[config.mk]
export PLATFORM = sky130hd
export DESIGN_NAME = feed_forward_node_streamer
export DESIGN_NICKNAME = d
export VERILOG_FILES = /design/src/rtl/ffn_stream_pkg.sv /design/src/rtl/node_operand_buffer.sv /design/src/rtl/feed_forward_node_streamer.sv
export SDC_FILE = /design/constraint.sdc
export NUM_CORES = 1
export LEC_CHECK = 0
export BUFFER_PORTS_ARGS = -buffer_cell sky130_fd_sc_hd__buf_2
export CORE_MARGIN = 3
export CORE_UTILIZATION = 36
export DETAILED_ROUTE_END_ITERATION = 12
export GPL_TIMING_DRIVEN = 0
export HOLD_SLACK_MARGIN = 0.02
export PLACE_DENSITY_LB_ADDON = 0.2
export SKIP_LAST_GASP = 1
export SLEW_MARGIN = 20
export SYNTH_ARGS = -nofsm -noshare
export SYNTH_HDL_FRONTEND = slang
export SYNTH_SLANG_ARGS = --single-unit
[constraint.sdc]
create_clock -name clk -period 6.7 [get_ports clk]
set_clock_uncertainty 0.2 [all_clocks]
set_input_delay 1.34 -clock clk [delete_from_list [all_inputs] [get_ports clk]]
set_output_delay 1.34 -clock clk [all_outputs]
set_load 0.03 [all_outputs]
[src/rtl/ffn_stream_pkg.sv]
// Shared types and helpers for the feed_forward_node operand streamer.
package ffn_stream_pkg;

    typedef enum logic [1:0] {
        IDLE        = 2'd0,
        STREAM      = 2'd1,
        WAIT_RESULT = 2'd2
    } state_t;

    localparam logic WR_SEL_DATA   = 1'b0;
    localparam logic WR_SEL_WEIGHT = 1'b1;

    // One beat per input/weight pair plus the trailing bias beat.
    function automatic int unsigned beat_count(input int unsigned n);
        return n + 1;
    endfunction

endpackage

[src/rtl/node_operand_buffer.sv]
// Data/weight/bias register file with write-accept and range checking.
// Read ports are combinational; out-of-range reads return zero.
module node_operand_buffer
    import ffn_stream_pkg::*;
#(
    parameter int unsigned DATA_WIDTH           = 32,
    parameter int unsigned NUMBER_OF_INPUT_NODE = 2,
    parameter int unsigned ADDRESS_WIDTH        = $clog2(NUMBER_OF_INPUT_NODE + 1)
) (
    input  logic                     clk,
    input  logic                     rst,
    input  logic                     wr_en,
    input  logic                     wr_sel,
    input  logic [ADDRESS_WIDTH-1:0] wr_addr,
    input  logic [DATA_WIDTH-1:0]    wr_data,
    input  logic                     idle,
    input  logic                     start,
    input  logic [ADDRESS_WIDTH-1:0] rd_addr,
    output logic [DATA_WIDTH-1:0]    rd_data_c,
    output logic [DATA_WIDTH-1:0]    rd_weight_c,
    output logic                     wr_err
);

    localparam int unsigned N = NUMBER_OF_INPUT_NODE;
    localparam logic [ADDRESS_WIDTH-1:0] MAX_DATA_ADDR_EXCL = ADDRESS_WIDTH'(N);
    localparam logic [ADDRESS_WIDTH-1:0] BIAS_ADDR          = ADDRESS_WIDTH'(N);

    logic [DATA_WIDTH-1:0] data_q   [N];
    logic [DATA_WIDTH-1:0] weight_q [N+1];
    logic                  wr_err_q;
    logic                  in_range_c;
    logic                  accept_c;

    // Weight buffer has one extra slot for the bias.
    assign in_range_c = (wr_sel == WR_SEL_DATA) ? (wr_addr < MAX_DATA_ADDR_EXCL)
                                                : (wr_addr <= BIAS_ADDR);
    assign accept_c   = wr_en && idle && !start && in_range_c;

    always_ff @(posedge clk) begin
        if (rst) begin
            wr_err_q <= 1'b0;
            for (int unsigned i = 0; i < N; i++) begin
                data_q[i] <= '0;
            end
            for (int unsigned i = 0; i <= N; i++) begin
                weight_q[i] <= '0;
            end
        end else begin
            wr_err_q <= wr_en && !accept_c;
            if (accept_c) begin
                for (int unsigned i = 0; i < N; i++) begin
                    if (wr_sel == WR_SEL_DATA && wr_addr == ADDRESS_WIDTH'(i)) begin
                        data_q[i] <= wr_data;
                    end
                end
                for (int unsigned i = 0; i <= N; i++) begin
                    if (wr_sel == WR_SEL_WEIGHT && wr_addr == ADDRESS_WIDTH'(i)) begin
                        weight_q[i] <= wr_data;
                    end
                end
            end
        end
    end

    always_comb begin
        rd_data_c   = '0;
        rd_weight_c = '0;
        for (int unsigned i = 0; i < N; i++) begin
            if (rd_addr == ADDRESS_WIDTH'(i)) begin
                rd_data_c = data_q[i];
            end
        end
        for (int unsigned i = 0; i <= N; i++) begin
            if (rd_addr == ADDRESS_WIDTH'(i)) begin
                rd_weight_c = weight_q[i];
            end
        end
    end

    assign wr_err = wr_err_q;

endmodule

[src/rtl/feed_forward_node_streamer.sv]
// Streams one input/weight vector plus bias into feed_forward_node and
// returns the node's result with a done pulse.
module feed_forward_node_streamer
    import ffn_stream_pkg::*;
#(
    parameter int unsigned DATA_WIDTH           = 32,
    parameter int unsigned NUMBER_OF_INPUT_NODE = 2,
    parameter int unsigned ADDRESS_WIDTH        = $clog2(NUMBER_OF_INPUT_NODE + 1)
) (
    input  logic                     clk,
    input  logic                     rst,
    input  logic                     i_wr_en,
    input  logic                     i_wr_sel,
    input  logic [ADDRESS_WIDTH-1:0] i_wr_addr,
    input  logic [DATA_WIDTH-1:0]    i_wr_data,
    input  logic                     i_start,
    input  logic                     i_ready,
    output logic                     o_valid,
    output logic [DATA_WIDTH-1:0]    o_data,
    output logic [DATA_WIDTH-1:0]    o_weight,
    output logic                     o_last,
    input  logic                     i_result_valid,
    input  logic [DATA_WIDTH-1:0]    i_result,
    output logic [DATA_WIDTH-1:0]    o_result,
    output logic                     o_done,
    output logic                     o_busy,
    output logic                     o_wr_err
);

    localparam int unsigned BEATS = beat_count(NUMBER_OF_INPUT_NODE);
    localparam logic [ADDRESS_WIDTH-1:0] BIAS_IDX = ADDRESS_WIDTH'(BEATS - 1);

    state_t                   state_q, state_d;
    logic                     valid_q, valid_d;
    logic [DATA_WIDTH-1:0]    data_q, data_d;
    logic [DATA_WIDTH-1:0]    weight_q, weight_d;
    logic                     last_q, last_d;
    logic [DATA_WIDTH-1:0]    result_q, result_d;
    logic                     done_q, done_d;
    logic                     busy_q, busy_d;
    logic [ADDRESS_WIDTH-1:0] cnt_q, cnt_d;

    logic                     idle_c;
    logic [ADDRESS_WIDTH-1:0] rd_addr_c;
    logic [DATA_WIDTH-1:0]    rd_data_c;
    logic [DATA_WIDTH-1:0]    rd_weight_c;

    assign idle_c = (state_q == IDLE);
    // Look one beat ahead while streaming; in IDLE prefetch beat 0.
    assign rd_addr_c = (state_q == STREAM) ? cnt_q + ADDRESS_WIDTH'(1) : '0;

    node_operand_buffer #(
        .DATA_WIDTH          (DATA_WIDTH),
        .NUMBER_OF_INPUT_NODE(NUMBER_OF_INPUT_NODE),
        .ADDRESS_WIDTH       (ADDRESS_WIDTH)
    ) u_buffer (
        .clk        (clk),
        .rst        (rst),
        .wr_en      (i_wr_en),
        .wr_sel     (i_wr_sel),
        .wr_addr    (i_wr_addr),
        .wr_data    (i_wr_data),
        .idle       (idle_c),
        .start      (i_start),
        .rd_addr    (rd_addr_c),
        .rd_data_c  (rd_data_c),
        .rd_weight_c(rd_weight_c),
        .wr_err     (o_wr_err)
    );

    always_ff @(posedge clk) begin
        if (rst) begin
            state_q  <= IDLE;
            valid_q  <= 1'b0;
            data_q   <= '0;
            weight_q <= '0;
            last_q   <= 1'b0;
            result_q <= '0;
            done_q   <= 1'b0;
            busy_q   <= 1'b0;
            cnt_q    <= '0;
        end else begin
            state_q  <= state_d;
            valid_q  <= valid_d;
            data_q   <= data_d;
            weight_q <= weight_d;
            last_q   <= last_d;
            result_q <= result_d;
            done_q   <= done_d;
            busy_q   <= busy_d;
            cnt_q    <= cnt_d;
        end
    end

    always_comb begin
        state_d  = state_q;
        valid_d  = valid_q;
        data_d   = data_q;
        weight_d = weight_q;
        last_d   = last_q;
        result_d = result_q;
        done_d   = 1'b0;
        cnt_d    = cnt_q;

        case (state_q)
            IDLE: begin
                if (i_start) begin
                    state_d  = STREAM;
                    valid_d  = 1'b1;
                    data_d   = rd_data_c;
                    weight_d = rd_weight_c;
                    last_d   = 1'b0;
                    cnt_d    = '0;
                end
            end
            STREAM: begin
                if (valid_q && i_ready) begin
                    if (last_q) begin
                        valid_d = 1'b0;
                        last_d  = 1'b0;
                        state_d = WAIT_RESULT;
                    end else begin
                        // Bias beat: the data read port returns zero there.
                        cnt_d    = rd_addr_c;
                        data_d   = rd_data_c;
                        weight_d = rd_weight_c;
                        last_d   = (rd_addr_c == BIAS_IDX);
                    end
                end
            end
            WAIT_RESULT: begin
                if (i_result_valid) begin
                    result_d = i_result;
                    done_d   = 1'b1;
                    state_d  = IDLE;
                end
            end
            default: begin
                state_d = IDLE;
                valid_d = 1'b0;
                last_d  = 1'b0;
            end
        endcase

        busy_d = (state_d != IDLE);
    end

    assign o_valid  = valid_q;
    assign o_data   = data_q;
    assign o_weight = weight_q;
    assign o_last   = last_q;
    assign o_result = result_q;
    assign o_done   = done_q;
    assign o_busy   = busy_q;

endmodule

==> out/results.tsv <==
metric	value	unit
fillers	2440	
Worst IR Drop VDD	0.1842	mV
H-tree depth	1	
type of the most critical hold path	reg -> reg	
Net Sw Frac	0.2386	
Worst-Skew Late Latency	0.54	ns
Root Buffer	clkbuf_16	
ys async rst share	0	
Comb power frac	0.093	
TritonCTS buffer count	29	
Clock power frac	0.421	
RSZ-0062 raised after global routing	no	
port bufs	173	
Setup Buffers After CTS	0	
Starting Density	0.3715	
wirelength, routed	24.59	mm
WL met2	10.99	mm
total grt overflow	0	
worst slack, placed	3.012	ns
die area	29370	sq um
multi-input logic area	2709	sq um
layout cell share with drive strength beyond 1	0.2798	
Final Max Slew Viols	0	
multiplexer area fraction after synthesis	0.03647	
final worst path period share	0.4659	
largest family of logic cells by synthesized area	compound AO/OA/AOI/OAI gates	
sequential share of power	0.486	
fin cells	1326	
Max Fclk	320.4	MHz
critical path endpoint category	flop	
internal power	2872	uW
clk slew on worst S/H paths	0.06	ns
DPL Wire Length	17.04	mm
ys flop type	edfxtp_1	
Routed Antenna Nets	0	
area grow syn2layout	24.18	%
Sw Pwr	899.9	uW
vias in the first global route	6404	
adder-cell share of the synthesized area	0	
syn nets	832	
LEAKAGE	0.004790	uW
Pre-antenna DRT Iters	5	
crit path time final	3.121	ns
wire per inst	18.54	microns
Vias/cell	4.978	
cells after synthesis	759	
dpl cells	1272	
CP Max Fanout	19	
xor and xnor fraction of the mapped netlist area	0	
Nets	1041	
Setup crit start kind	input pin	
DIE WIDTH	171.4	microns
IO Pins	174	
largest net degree at the start of global routing	33	
Metal-1 WL	11.52	mm
DRT iter0 DRCs	455	
worst endpoint data arrival time	3.15	ns
Req. time, crit path	6.73	ns
Warnings, synthesis	0	
Longest Clk Path Bufs	3	
EDFF count, synth	160	
outcome	completed	
initial antenna violation count	0	
sequential area share after synthesis	0.7015	
area of the core	26500	sq um
DRC viols	0	
final setup vio count	0	
Yosys reg bits	265	
PwrDens	308.5	nW/um^2
FP Rows	59	
Slew Limit Headroom	0.3568	
cts-stage hold buffer count	0	
first-pass GRT wire length	36.96	mm
CTS tree	built	
Resize count post-CTS	0	
GP Congestion	0.7221	
Sequential Area	6907	sq um
Clock Sinks	265	
final hold vios	0	
Crit Path Class	in -> reg	
Worst Tran Pin Value	0.9648	ns
Tot GR Track Use	0.1637	
Mapped Area	9846	sq um
syn_area_per_cell	12.97	sq um
Final WS setup	3.579	ns
max_cap viols	0	
Setup Total Neg Slack	0	ns
DR WL met3	1.598	mm
Vias	6601	
top layer in use	met4	
Unique masters post-synth	36	
die height	171.4	microns
Synth Area in Simple Gates	0.1081	
Synth Area in Compound Gates	0.1270	
## flip-flops by register name, indices dropped and copies added (netlist names)
signal and count:
u_buffer.data_q 64, o_busy 1, u_buffer.weight_q 96, o_done 1
o_valid 1, o_weight 32, state_q 2, cnt_q 2
u_buffer.wr_err 1, o_data 32, o_last 1, o_result 32
## area by class of cell
class / count / share of cell area
sequential: 265 / 0.5649
multi-input combinational: 434 / 0.2216
timing repair buffer: 178 / 0.07921
clock buffer: 33 / 0.06140
tap: 335 / 0.03428
buffer: 57 / 0.02077
clock inverter: 20 / 0.01678
inverter: 3 / 0.0009210
antenna: 1 / 0.0002047
## power groups by stage
stage | registers, uW | clock network [uW] | logic, uW
global placement | 1870 | 0 | 346
CTS | 1840 | 1620 | 358
detailed placement | 1870 | 0 | 357
global route | 1840 | 1680 | 382
finish | 1830 | 1590 | 351
floorplan | 1940 | 0 | 144
## logic make-up (layout without fill, tap and decap cells)
family | Yosys count | in the layout
DFF | 265 | 265
and+or+nand+nor | 221 | 221
AOI/OAI and AO/OA | 181 | 181
buffers and inverters | 60 | 291
muxes | 32 | 32
other | 0 | 1
## layer usage
layer,vias up,GRT usage
li1,3216,-
met1,3143,0.2358
met2,209,0.2582
met3,33,0.03034
met4,0,0.03954
met5,-,0
## final timing paths
path	end	from	slack, ns	depth (start not counted)
hold reg to reg	o_result[13]	o_result[13]	0.25	2
hold / removal	o_result[13]	o_result[13]	0.25	2
setup / recovery	u_buffer.data_q[0][55]	i_start	3.58	5
setup reg to reg	u_buffer.data_q[0][55]	state_q[1]	4.05	5
## synthesized netlist by cell type, drive strengths merged, types with 4 or more instances
cell type	count	area (sq um)
a211oi	65	488.0
a21oi	41	205.2
a22oi	63	473.0
and2	64	400.4
buf	14	88.83
clkbuf	43	165.1
dfxtp	105	2102
edfxtp	160	4805
mux2	31	349.1
nand2	67	251.5
nand2b	4	25.02
nor2	71	274.0
o21ai	4	20.02
## critical path: stages
cell,delay [ns]
buf_2,0.13
or4b_4,0.52
or3_4,0.40
o21bai_4,0.50
buf_16,0.24
## placed cells by master (no fill, tap or decap), types with 29 or more instances in the layout
cell type	instances
a211oi_1	65
and2_1	64
edfxtp_1	160
a21oi_1	41
a22oi_1	63
dfxtp_1	105
clkbuf_1	43
mux2_2	31
nand2_1	67
clkbuf_16	29
buf_2	178
nor2_1	70
## stage by stage
step	hold WS, ns	area, sq um	util	total power, uW
finish	0.2504	12230	0.4614	3772
global route	0.2693	12220	0.4613	3903
CTS	0.2534	12220	0.4613	3811
detailed placement	0.2451	11270	0.4252	2227
global placement	0.2401	11130	0.4200	2218
floorplan	0.3486	9846	-	2079
Note: power is estimated with default switching activity, not from simulation.
